==> src/rtl/hilo_div_unit.sv <==
// HI/LO register file with a 32-cycle restoring divider (signed/unsigned) and mthi/mtlo/load_mul writes.
// Define HILO_FWD_EN to forward mthi/mtlo/load_mul write data combinationally onto hi/lo.
module hilo_div_unit (
  input  logic        clk,
  input  logic        rst_n,
  input  logic        start,
  input  logic [2:0]  op,
  input  logic [31:0] a,
  input  logic [31:0] b,
  input  logic [31:0] mul_hi,
  input  logic [31:0] mul_lo,
  output logic        busy,
  output logic        done,
  output logic        dbz,
  output logic [31:0] hi,
  output logic [31:0] lo
);

  localparam logic [2:0] OP_DIV  = 3'b001;
  localparam logic [2:0] OP_DIVU = 3'b010;
  localparam logic [2:0] OP_MTHI = 3'b011;
  localparam logic [2:0] OP_MTLO = 3'b100;
  localparam logic [2:0] OP_LMUL = 3'b101;

  typedef enum logic [1:0] {IDLE = 2'd0, DIV = 2'd1, FIN = 2'd2} state_t;

  state_t      state_q, state_d;
  logic [5:0]  cnt_q, cnt_d;
  logic        sgn_q, sgn_d;
  logic        negq_q, negq_d;
  logic        negr_q, negr_d;
  logic        dbz_q, dbz_d;
  logic [31:0] a_q, a_d;
  logic [31:0] b_q, b_d;
  logic [31:0] rem_q, rem_d;
  logic [31:0] quo_q, quo_d;
  logic [31:0] dvs_q, dvs_d;
  logic [31:0] hi_q, hi_d;
  logic [31:0] lo_q, lo_d;

  logic        idle_cmd;
  logic [32:0] rem_sh;
  logic [32:0] diff;
  logic [31:0] rem_nx;
  logic [31:0] quo_nx;

  assign idle_cmd = (state_q == IDLE) && start;

  // State register
  always_ff @(posedge clk or negedge rst_n) begin
    if (!rst_n) state_q <= IDLE;
    else        state_q <= state_d;
  end

  // Next-state logic: cnt 0 is the magnitude-prep cycle, cnt 1..32 are the iterations
  always_comb begin
    state_d = state_q;
    case (state_q)
      IDLE:    if (start && (op == OP_DIV || op == OP_DIVU)) state_d = DIV;
      DIV:     if (cnt_q == 6'd32) state_d = FIN;
      FIN:     state_d = IDLE;
      default: state_d = IDLE;
    endcase
  end

  // One restoring step on the magnitudes
  always_comb begin
    rem_sh = {rem_q, quo_q[31]};
    diff   = rem_sh - {1'b0, dvs_q};
    if (!diff[32]) begin
      rem_nx = diff[31:0];
      quo_nx = {quo_q[30:0], 1'b1};
    end else begin
      rem_nx = rem_sh[31:0];
      quo_nx = {quo_q[30:0], 1'b0};
    end
  end

  always_comb begin
    cnt_d  = cnt_q;
    sgn_d  = sgn_q;
    negq_d = negq_q;
    negr_d = negr_q;
    dbz_d  = dbz_q;
    a_d    = a_q;
    b_d    = b_q;
    rem_d  = rem_q;
    quo_d  = quo_q;
    dvs_d  = dvs_q;
    hi_d   = hi_q;
    lo_d   = lo_q;
    case (state_q)
      IDLE: begin
        if (start) begin
          case (op)
            OP_DIV, OP_DIVU: begin
              a_d   = a;
              b_d   = b;
              sgn_d = (op == OP_DIV);
              cnt_d = 6'd0;
            end
            OP_MTHI: hi_d = a;
            OP_MTLO: lo_d = a;
            OP_LMUL: begin
              hi_d = mul_hi;
              lo_d = mul_lo;
            end
            default: ;
          endcase
        end
      end
      DIV: begin
        if (cnt_q == 6'd0) begin
          quo_d  = (sgn_q && a_q[31]) ? -a_q : a_q;
          dvs_d  = (sgn_q && b_q[31]) ? -b_q : b_q;
          rem_d  = 32'd0;
          negq_d = sgn_q && (a_q[31] ^ b_q[31]);
          negr_d = sgn_q && a_q[31];
          cnt_d  = 6'd1;
        end else begin
          rem_d = rem_nx;
          quo_d = quo_nx;
          cnt_d = cnt_q + 6'd1;
          if (cnt_q == 6'd32) begin
            cnt_d = 6'd0;
            dbz_d = (dvs_q == 32'd0);
            if (dvs_q == 32'd0) begin
              hi_d = a_q;
              lo_d = 32'hFFFF_FFFF;
            end else begin
              hi_d = negr_q ? -rem_nx : rem_nx;
              lo_d = negq_q ? -quo_nx : quo_nx;
            end
          end
        end
      end
      FIN:     dbz_d = 1'b0;
      default: ;
    endcase
  end

  always_ff @(posedge clk or negedge rst_n) begin
    if (!rst_n) begin
      cnt_q  <= 6'd0;
      sgn_q  <= 1'b0;
      negq_q <= 1'b0;
      negr_q <= 1'b0;
      dbz_q  <= 1'b0;
      a_q    <= 32'd0;
      b_q    <= 32'd0;
      rem_q  <= 32'd0;
      quo_q  <= 32'd0;
      dvs_q  <= 32'd0;
      hi_q   <= 32'd0;
      lo_q   <= 32'd0;
    end else begin
      cnt_q  <= cnt_d;
      sgn_q  <= sgn_d;
      negq_q <= negq_d;
      negr_q <= negr_d;
      dbz_q  <= dbz_d;
      a_q    <= a_d;
      b_q    <= b_d;
      rem_q  <= rem_d;
      quo_q  <= quo_d;
      dvs_q  <= dvs_d;
      hi_q   <= hi_d;
      lo_q   <= lo_d;
    end
  end

  // Output logic; in IDLE hi_d/lo_d differ from the registers only for mthi/mtlo/load_mul
  always_comb begin
    busy = (state_q != IDLE);
    done = (state_q == FIN);
    dbz  = (state_q == FIN) && dbz_q;
`ifdef HILO_FWD_EN
    hi = idle_cmd ? hi_d : hi_q;
    lo = idle_cmd ? lo_d : lo_q;
`else
    hi = hi_q;
    lo = lo_q;
`endif
  end

endmodule
==> config.mk <==
export PLATFORM = sky130hd
export DESIGN_NAME = hilo_div_unit
export DESIGN_NICKNAME = d
export VERILOG_FILES = /design/src/rtl/hilo_div_unit.sv
export SDC_FILE = /design/constraint.sdc
export NUM_CORES = 1
export LEC_CHECK = 0
export BUFFER_PORTS_ARGS = -buffer_cell sky130_fd_sc_hd__buf_2
export CAP_MARGIN = 0
export CELL_PAD_IN_SITES_DETAIL_PLACEMENT = 0
export CELL_PAD_IN_SITES_GLOBAL_PLACEMENT = 1
export CORE_ASPECT_RATIO = 1.5
export CORE_MARGIN = 1
export CORE_UTILIZATION = 40
export DETAILED_ROUTE_END_ITERATION = 8
export PLACE_DENSITY = 0.75
export SLEW_MARGIN = 20
export SYNTH_ARGS = -nofsm -noshare
export SYNTH_HDL_FRONTEND = slang
export SYNTH_SLANG_ARGS = --single-unit
export TNS_END_PERCENT = 50
==> constraint.sdc <==
create_clock -name clk -period 9.8 [get_ports clk]
set_input_delay 0.98 -clock clk [delete_from_list [all_inputs] [get_ports clk]]
set_output_delay 0.98 -clock clk [all_outputs]
set_load 0.02 [all_outputs]
* Word level (Yosys, flattened, before mapping) *
Cells that the tools add are included.

word-level totals
  word-level logic and storage cells = 86
  output and inout port bits = 67
  bits of input ports = 134
  flip-flop bits (word level) = 236

operators by class
  add/subtract/negate cells = 6
  bitwise gates (word level) = 1
  reductions and logical operators = 20
  eq/ne operators = 15
  muxes and demuxes = 31

operators by type and width
  operator             count
  $mux 32              15
  $pmux 32 s2          4
  $neg 32->32          4
  $sub 33x32->33       1
  $logic_not 32->1     1
  $mux 6               4
  $pmux 6 s2           1
  $reduce_and 5->1     2
  $reduce_and 3->1     3
  $add 6x1->6 const B  1
  $eq 3x2->1 const B   2
  $eq 3x3->1 const B   2
  $eq 6x6->1 const B   1
  $logic_not 6->1      1
  $ne 2x2->1 const B   3
  $ne 3x1->1 const B   2
  $reduce_bool 2->1    3
  $logic_and 1x1->1    5
  $mux 2               2
  $ne 2x1->1 const B   2
  $pmux 2 s2           1
  $reduce_and 2->1     2
  $eq 3x1->1 const B   1
  $mux 1               3
  7 further kinds      7

* Depth between registers and ports, before layout *
Gate-level depths: netlist (run 1).

  word-level depth = 8
  depth in mapped cells = 22
  mapped depth without buffers = 20

* Least setup slack after synthesis (run 1) *
OpenSTA, ideal clock, no wires.

  path type = reg2reg
  start point = register quo_q[31]
  end point = register lo_q[26] (netlist: lo[26])
  period minus slack after synthesis = 4830 ps
  path slack = 4970 ps
  path buffers = 2
  arrival time = 4766 ps
  stages on the path, launching flop included = 22
  library setup time = 64 ps
  required time = 9736 ps
  path through = dfrtp_1 -> inv_1 -> ha_1 -> inv_1 -> fa_1 -> a211oi_2 -> o21ai_1 -> o211ai_2 -> a21oi_2 -> nor3_2 -> nor2_4 -> inv_4 -> clkbuf_1 -> buf_1 -> ha_1 -> nand4_1 -> or4_1 -> or3_1 -> o31ai_1 -> xor2_1 -> a221oi_1 -> a21o_1

between the ends
  cells in the longest elaborated chain, start to end = 8

RTL lines
  element                 RTL line  source
  start, declared         36        logic [31:0] quo_q, quo_d;
  start signal, assigned  165       quo_q <= quo_d;
  $sub 33x32->33          69        diff = rem_sh - {1'b0, dvs_q};
  $mux 1                  70        if (!diff[32]) begin
  $neg 32->32             132       lo_d = negq_q ? -quo_nx : quo_nx;
  $mux 32                 132
  $mux 32                 127       if (dvs_q == 32'd0) begin
  $mux 32                 124       if (cnt_q == 6'd32) begin
  $mux 32                 113       if (cnt_q == 6'd0) begin
  $pmux 32 s2             92        case (state_q)
  end signal, assigned    168       lo_q <= lo_d;
  end, declared           39        logic [31:0] lo_q, lo_d;

No other way between the ends. The select of a mux whose other input is x is not followed.
A chain may end at the register's enable or synchronous reset.

* Worst setup path in the final report (run 1) *
  start point = register rem_q[18]
  end point = register lo_q[28] (netlist: lo[28])

between the ends
  cells in the longest elaborated chain, start to end = 8

RTL lines
  element                 RTL line  source
  start, declared         35        logic [31:0] rem_q, rem_d;
  start signal, assigned  164       rem_q <= rem_d;
  $sub 33x32->33          69
  $mux 1                  70
  $neg 32->32             132
  $mux 32                 132
  $mux 32                 127
  $mux 32                 124
  $mux 32                 113
  $pmux 32 s2             92

No other way between the ends. The select of a mux whose other input is x is not followed.

==> results.json, run 1 <==
{
  "slew_violations": 0,
  "clock-root-buffer": "clkbuf_16",
  "synth_nets": 2057,
  "ioPinCount": 201,
  "vias": 14852,
  "synthesis.area_um2": 15870,
  "ys.flop_type": "dfrtp_1",
  "gr-total-overflow": 0,
  "cap_violations": 0,
  "multi_input_area_um2": 9294,
  "place.gp.congestion": 0.9466,
  "area_delta_synth_final_pct": 13.84,
  "htreeDepth": 1,
  "antenna_found_initial": 1,
  "grt_util_all_layers_pct": 27.43,
  "pre_cts_slack_ns": 4.267,
  "fmax_mhz": 178.1,
  "worst_slack_ns": 4.184,
  "crit_chain": "ha_1 -> nand2_1 -> o21ai_1 -> a211oi_1 -> o31ai_1 -> o21a_2 -> nor2_4 -> buf_4 -> inv_4 -> ha_1 -> nand4_1 -> or4_1 -> or3_1 -> o31ai_1 -> xor2_1 -> a221oi_1 -> a21o_1",
  "fp.dieH_um": 245.9,
  "cts_tree": "done",
  "yosysTopAreaCellShare_pct": 37.22,
  "wl_per_cell_um": 21.89,
  "path_buf_inv": 2,
  "dp.cells": 2492,
  "vdd_ir_drop_max_mv": 0.2043,
  "path_clk_slew_ns": 0.06,
  "ant_nets": 0,
  "initial_core_util_pct": 40.48,
  "synth_warnings": 0,
  "n_fill_cell": 3945,
  "hpwl_mm": 42.25,
  "status": "completed",
  "layout.area.seq_um2": 5906,
  "grt_start_max_net_pins": 112,
  "post_drt_via_cell_ratio": 5.854,
  "post-cts-setup-buffers": 0,
  "diodes": 0,
  "rows": 89,
  "ctsHoldBuffers": 0,
  "synth_area_leaders": "dfrtp_1 37%, o21ai_0 6.1%, nand2_1 6.0%",
  "min_period_over_period_pct": 57.31,
  "layout.nets": 2193,
  "postLayoutCoreUtil_pct": 46.09,
  "die_x_um": 164.6,
  "path_delay_family": "compound AO/OA/AOI/OAI gates",
  "drc": 0,
  "first_pass_iters": 6,
  "clock-sinks": 236,
  "critPathCaptureType": "flop",
  "wl_mm": 55.54,
  "skew_ns": 0.01237,
  "synthArstFlopShare_pct": 100.0,
  "final_cells": 2537,
  "drtIter0Drc": 1061,
  "arrival_ns": 6.10,
  "synth-edff-count": 0,
  "path_max_fanout": 42,
  "postSynthCellCount": 1884,
  "relSlewSlack_pct": 28.58,
  "finalSetupViolations": 0,
  "worstMarginPinSlew_ns": 1.071,
  "ys_seq_area_share_pct": 37.22,
  "power.density_nw_per_um2": 425.4,
  "cp-start-kind": "flop",
  "holdCritPathClass": "flop to flop",
  "dieArea_um2": 40490,
  "cts_buffer_depth": 3,
  "yosysUniqueCellTypes": 90,
  "cp_slowest_cell": "o31ai_1",
  "cts.repair.resized": 0,
  "finalCriticalPeriod_ns": 5.616,
  "tns_ns": 0,
  "final_area_um2": 18060,
  "power_leakage_nw": 7.841,
  "crit_type": "flop to flop",
  "cts-buffers-inserted": 26,
  "slowest_delay_ns": 0.63,
  "postSynthAreaPerCell_um2": 8.423,
  "ys_ff_latch": 236,
  "drive_gt1_share_pct": 18.07,
  "port_buffers": 200,
  "placed_cell_area_um2": 17210,
  "yosysTopAreaCell": "dfrtp_1",
  "clock_latency_ns": 0.56,
  "finalHoldViolCount": 0,
  "crit_required_ns": 10.29,
  "p_total_mw": 7.685,
  "core_um2": 39200,
  "grt_pass1_vias": 14663,
  "grt_pass1_wl_mm": 85.26,
  "rsz0062_at_grt": "false",
  "hold_ws_ns": 0.4691
}
[where the power goes]
| group | internal, mW | switching, mW | leakage (nW) |
|---|---|---|---|
| registers | 1.43 | 0.529 | 2.94 |
| logic | 1.73 | 2.99 | 4.48 |
| clock network | 0.578 | 0.428 | 0.425 |
| total | 3.74 | 3.95 | 7.84 |
[flip-flops by register name (all words and copies together) (netlist names)]
name,cells
negq_q,1
dvs_q,32
quo_q,32
state_q,2
dbz_q,1
negr_q,1
hi,32
lo,32
a_q,32
rem_q,32
sgn_q,1
cnt_q,6
b_q,32
[cells by family after synthesis]
kind of cell	Yosys count	share of synthesized area, %
mux	85	5.882
buf+inv	172	4.471
fa+ha+maj	39	3.122
xor+xnor	128	7.065
simple gates	587	17.19
compound gates	637	25.06
flops	236	37.22
[worst paths after layout]
kind	end	slack (ns)	startpoint	cells past startpoint
max	lo[28]$_DFFE_PN0P_	4.18	rem_q[18]$_DFFE_PN0P_	17
min in group asynchronous	lo[27]$_DFFE_PN0P_	0.53	rst_n	1
max reg2reg	lo[28]$_DFFE_PN0P_	4.18	rem_q[18]$_DFFE_PN0P_	17
max in group asynchronous	b_q[5]$_DFFE_PN0P_	7.76	rst_n	2
min	lo[23]$_DFFE_PN0P_	0.47	lo[23]$_DFFE_PN0P_	1
min reg2reg	lo[23]$_DFFE_PN0P_	0.47	lo[23]$_DFFE_PN0P_	1
[worst register-to-register path: stages, from the launching register on]
cell and delay, ns:
dfrtp_1 0.44, ha_1 0.42, nand2_1 0.13, o21ai_1 0.27, a211oi_1 0.12, o31ai_1 0.63, o21a_2 0.45, nor2_4 0.06
buf_4 0.27, inv_4 0.42, ha_1 0.34, nand4_1 0.19, or4_1 0.58, or3_1 0.44, o31ai_1 0.25, xor2_1 0.10
a221oi_1 0.32, a21o_1 0.12
[synth_stat cells (18+ instances only)]
cell,count
a31oi_1,22
nand2_1,253
xor2_1,59
xnor2_1,69
nor2_1,120
or3_1,26
clkbuf_1,91
ha_1,38
inv_1,58
nor3_1,39
o21ai_0,194
o31ai_1,24
mux2_2,66
nand3_1,25
mux2i_1,19
a221oi_1,31
dfrtp_1,236
a21o_1,40
nor4_1,18
a21oi_1,182
nand2b_1,19
[layout by cell type (no fill, tap or decap), types with 18 or more instances in the layout]
| cell type | instances |
|---|---|
| nand2_1 | 252 |
| dfrtp_1 | 236 |
| buf_2 | 199 |
| o21ai_0 | 194 |
| a21oi_1 | 181 |
| nor2_1 | 117 |
| xnor2_1 | 69 |
| mux2_2 | 66 |
| xor2_1 | 59 |
| inv_1 | 58 |
| nor3_1 | 39 |
| a21o_1 | 39 |
| ha_1 | 38 |
| a221oi_1 | 31 |
| clkbuf_16 | 27 |
| or3_1 | 26 |
| nand3_1 | 25 |
| o31ai_1 | 24 |
| a31oi_1 | 22 |
| buf_4 | 21 |
| mux2i_1 | 19 |
| nor4_1 | 18 |
[routing by layer]
metal | GRT usage [%] | share of wire (%) | up-vias
met5 | 0 | 0.023 | -
met4 | 11.55 | 4.3 | 2
met3 | 2.462 | 4.5 | 104
met2 | 49.75 | 51 | 467
met1 | 32.56 | 40 | 7190
li1 | - | - | 7089
[final cells by class]
class / instances / area share, %
multi-input cells: 1476 / 51.45
repair buffers: 221 / 6.469
flip-flops and latches: 236 / 32.69
well taps: 500 / 3.463
clock buffers: 38 / 4.357
inverters: 59 / 1.240
clock inverters: 7 / 0.3325
(Power assumes the default switching activity.)
==> run 2: changes to the inputs <==
==> constraint.sdc (replaced) <==
create_clock -name clk -period 5.36 [get_ports clk]
set_input_delay 0.536 -clock clk [delete_from_list [all_inputs] [get_ports clk]]
set_output_delay 0.536 -clock clk [all_outputs]
set_load 0.02 [all_outputs]
==> run 2 against run 1 <==
Compared with the run above:
- the run now ends with hold timing left
- clock skew increased by 0.0072 ns
- sequential share of layout area down 0.21 points
- via count about the same
- critical path depth decreased by 2
- cell area increased by 0.64%
- global-route usage rose by 0.35 points
- power rose by 84%
- maximum frequency up 12%
- largest power group unchanged
==> results.json, run 2 (synthesis gave the netlist of run 1 again) <==
{
  "antenna_found_initial": 0,
  "ctsHoldBuffers": 0,
  "reg2reg_depth": 15,
  "status": "complete, but fails checks",
  "path_buf_inv": 1,
  "drive_gt1_share_pct": 18.59,
  "cts-buffers-inserted": 26,
  "holdCritPathClass": "primary input to asynchronous set/reset pin",
  "fp.dieH_um": 245.9,
  "tns_ns": 0,
  "hold_ws_ns": -0.01610,
  "intPower_mw": 6.916,
  "cap_violations": 0,
  "power_frac_seq_pct": 25.5,
  "path_delay_family": "simple AND/OR/NAND/NOR gates",
  "ioPinCount": 201,
  "n_fill_cell": 3916,
  "cts.repair.resized": 0,
  "worst-path-stages": 15,
  "wl_mm": 56.04,
  "final_common_cell": "nand2_1",
  "hpwl_mm": 42.90,
  "cts_buffer_depth": 3,
  "slowest_delay_ns": 0.52,
  "grt_util_all_layers_pct": 27.79,
  "place.gp.congestion": 0.9271,
  "postLayoutCoreUtil_pct": 46.38,
  "path_clk_slew_ns": 0.06,
  "min_period_over_period_pct": 93.79,
  "worstMarginPinSlew_ns": 1.108,
  "vias": 14848,
  "multi_input_area_um2": 9294,
  "clock_latency_ns": 0.56,
  "slew_violations": 0,
  "reg2reg_to": "hi[28]$_DFFE_PN0P_",
  "r2r-start": "rem_q[14]$_DFFE_PN0P_",
  "skew_ns": 0.01962,
  "relSlewSlack_pct": 26.13,
  "htreeDepth": 1,
  "vdd_ir_drop_max_mv": 0.4032,
  "fmax_mhz": 198.9,
  "reg2reg_slack_ns": 0.33,
  "comb_power_share_pct": 61.7,
  "drc": 0,
  "wl_per_cell_um": 21.99,
  "initial_core_util_pct": 40.48,
  "layout.area.seq_um2": 5906,
  "diodes": 0,
  "grt_pass1_wl_mm": 85.89,
  "startpoint": "rem_q[14]$_DFFE_PN0P_",
  "path_max_fanout": 25,
  "post-cts-setup-buffers": 0,
  "switchingPower_mw": 7.252,
  "crit_type": "flop to flop",
  "drtIter0Drc": 1065,
  "first_pass_iters": 7,
  "power_leakage_nw": 7.900,
  "finalCriticalPeriod_ns": 5.027,
  "clockPowerShare_pct": 12.8,
  "ant_nets": 0,
  "arrival_ns": 5.47,
  "port_buffers": 200,
  "violations": "hold timing",
  "clock-sinks": 236,
  "clock-root-buffer": "clkbuf_16",
  "dieArea_um2": 40490,
  "area_delta_synth_final_pct": 14.57,
  "gr-total-overflow": 0,
  "crit_chain": "ha_1 -> nand4_1 -> nor3_1 -> o211ai_2 -> a21oi_2 -> o21a_2 -> nor2_4 -> inv_4 -> mux2i_1 -> ha_1 -> o21ai_0 -> or3_1 -> or4_1 -> a21oi_1 -> nor3_1",
  "endpoint": "hi[28]$_DFFE_PN0P_",
  "finalHoldViolCount": 8,
  "p_sw_share_pct": 51.18,
  "core_um2": 39200,
  "rows": 89,
  "finalSetupViolations": 0,
  "die_x_um": 164.6,
  "power.density_nw_per_um2": 779.3,
  "cts_tree": "done",
  "grt_start_max_net_pins": 138,
  "layout.nets": 2207,
  "cp-start-kind": "flop",
  "final_cell_mix": "252 x nand2_1, 236 x dfrtp_1, 199 x buf_2",
  "rsz0062_at_grt": "false",
  "cp_slowest_cell": "or3_1",
  "crit_required_ns": 5.80,
  "post_drt_via_cell_ratio": 5.825,
  "critPathCaptureType": "flop",
  "grt_pass1_vias": 14726
}
==> run 2: metal layers <==
metal	up-vias	wire length, µm	global-route usage, %
met2	475	28810	50.31
met4	0	3060	14.62
met5	-	0	0
li1	7122	-	-
met1	7133	21790	32.04
met3	118	2381	2.260
==> run 2: how the worst min path moves through the flow <==
stage                           start                     to
floorplan                       rst_n     a_q[0]$_DFFE_PN0P_
global placement    lo[8]$_DFFE_PN0P_      lo[8]$_DFFE_PN0P_
detailed placement  lo[6]$_DFFE_PN0P_      lo[6]$_DFFE_PN0P_
CTS                             rst_n  quo_q[23]$_DFFE_PN0P_
global route                    rst_n     lo[23]$_DFFE_PN0P_
finish                          rst_n     lo[25]$_DFFE_PN0P_
==> run 2: stage by stage <==
step	std cells	setup WS [ns]	total power, mW	instance area, µm²
final	2549	0.3329	14.17	18180
after detailed placement	2506	0.4381	12.30	17340
after global placement	2505	0.005736	12.25	17320
after floorplan	1884	0.5297	9.459	15870
after global routing	2549	0.1734	15.22	18180
after CTS	2549	0.4178	14.16	18180
==> run 2: layout make-up <==
| class | instances | share of cell area [%] |
|---|---|---|
| sequential | 236 | 32.48 |
| inverter | 59 | 1.232 |
| clock buffer | 37 | 4.308 |
| tap | 500 | 3.441 |
| clock inverter | 6 | 0.3303 |
| timing repair buffer | 235 | 7.088 |
| multi-input combinational | 1476 | 51.12 |
==> run 2: power groups by stage <==
stage / sequential, mW / clock (mW) / combinational [mW]
2_1_floorplan: 3.52 / 0 / 5.94
3_3_place_gp: 3.60 / 0 / 8.64
3_5_place_dp: 3.62 / 0 / 8.67
4_1_cts: 3.60 / 1.86 / 8.71
5_1_grt: 3.74 / 1.92 / 9.56
6_report: 3.61 / 1.82 / 8.74
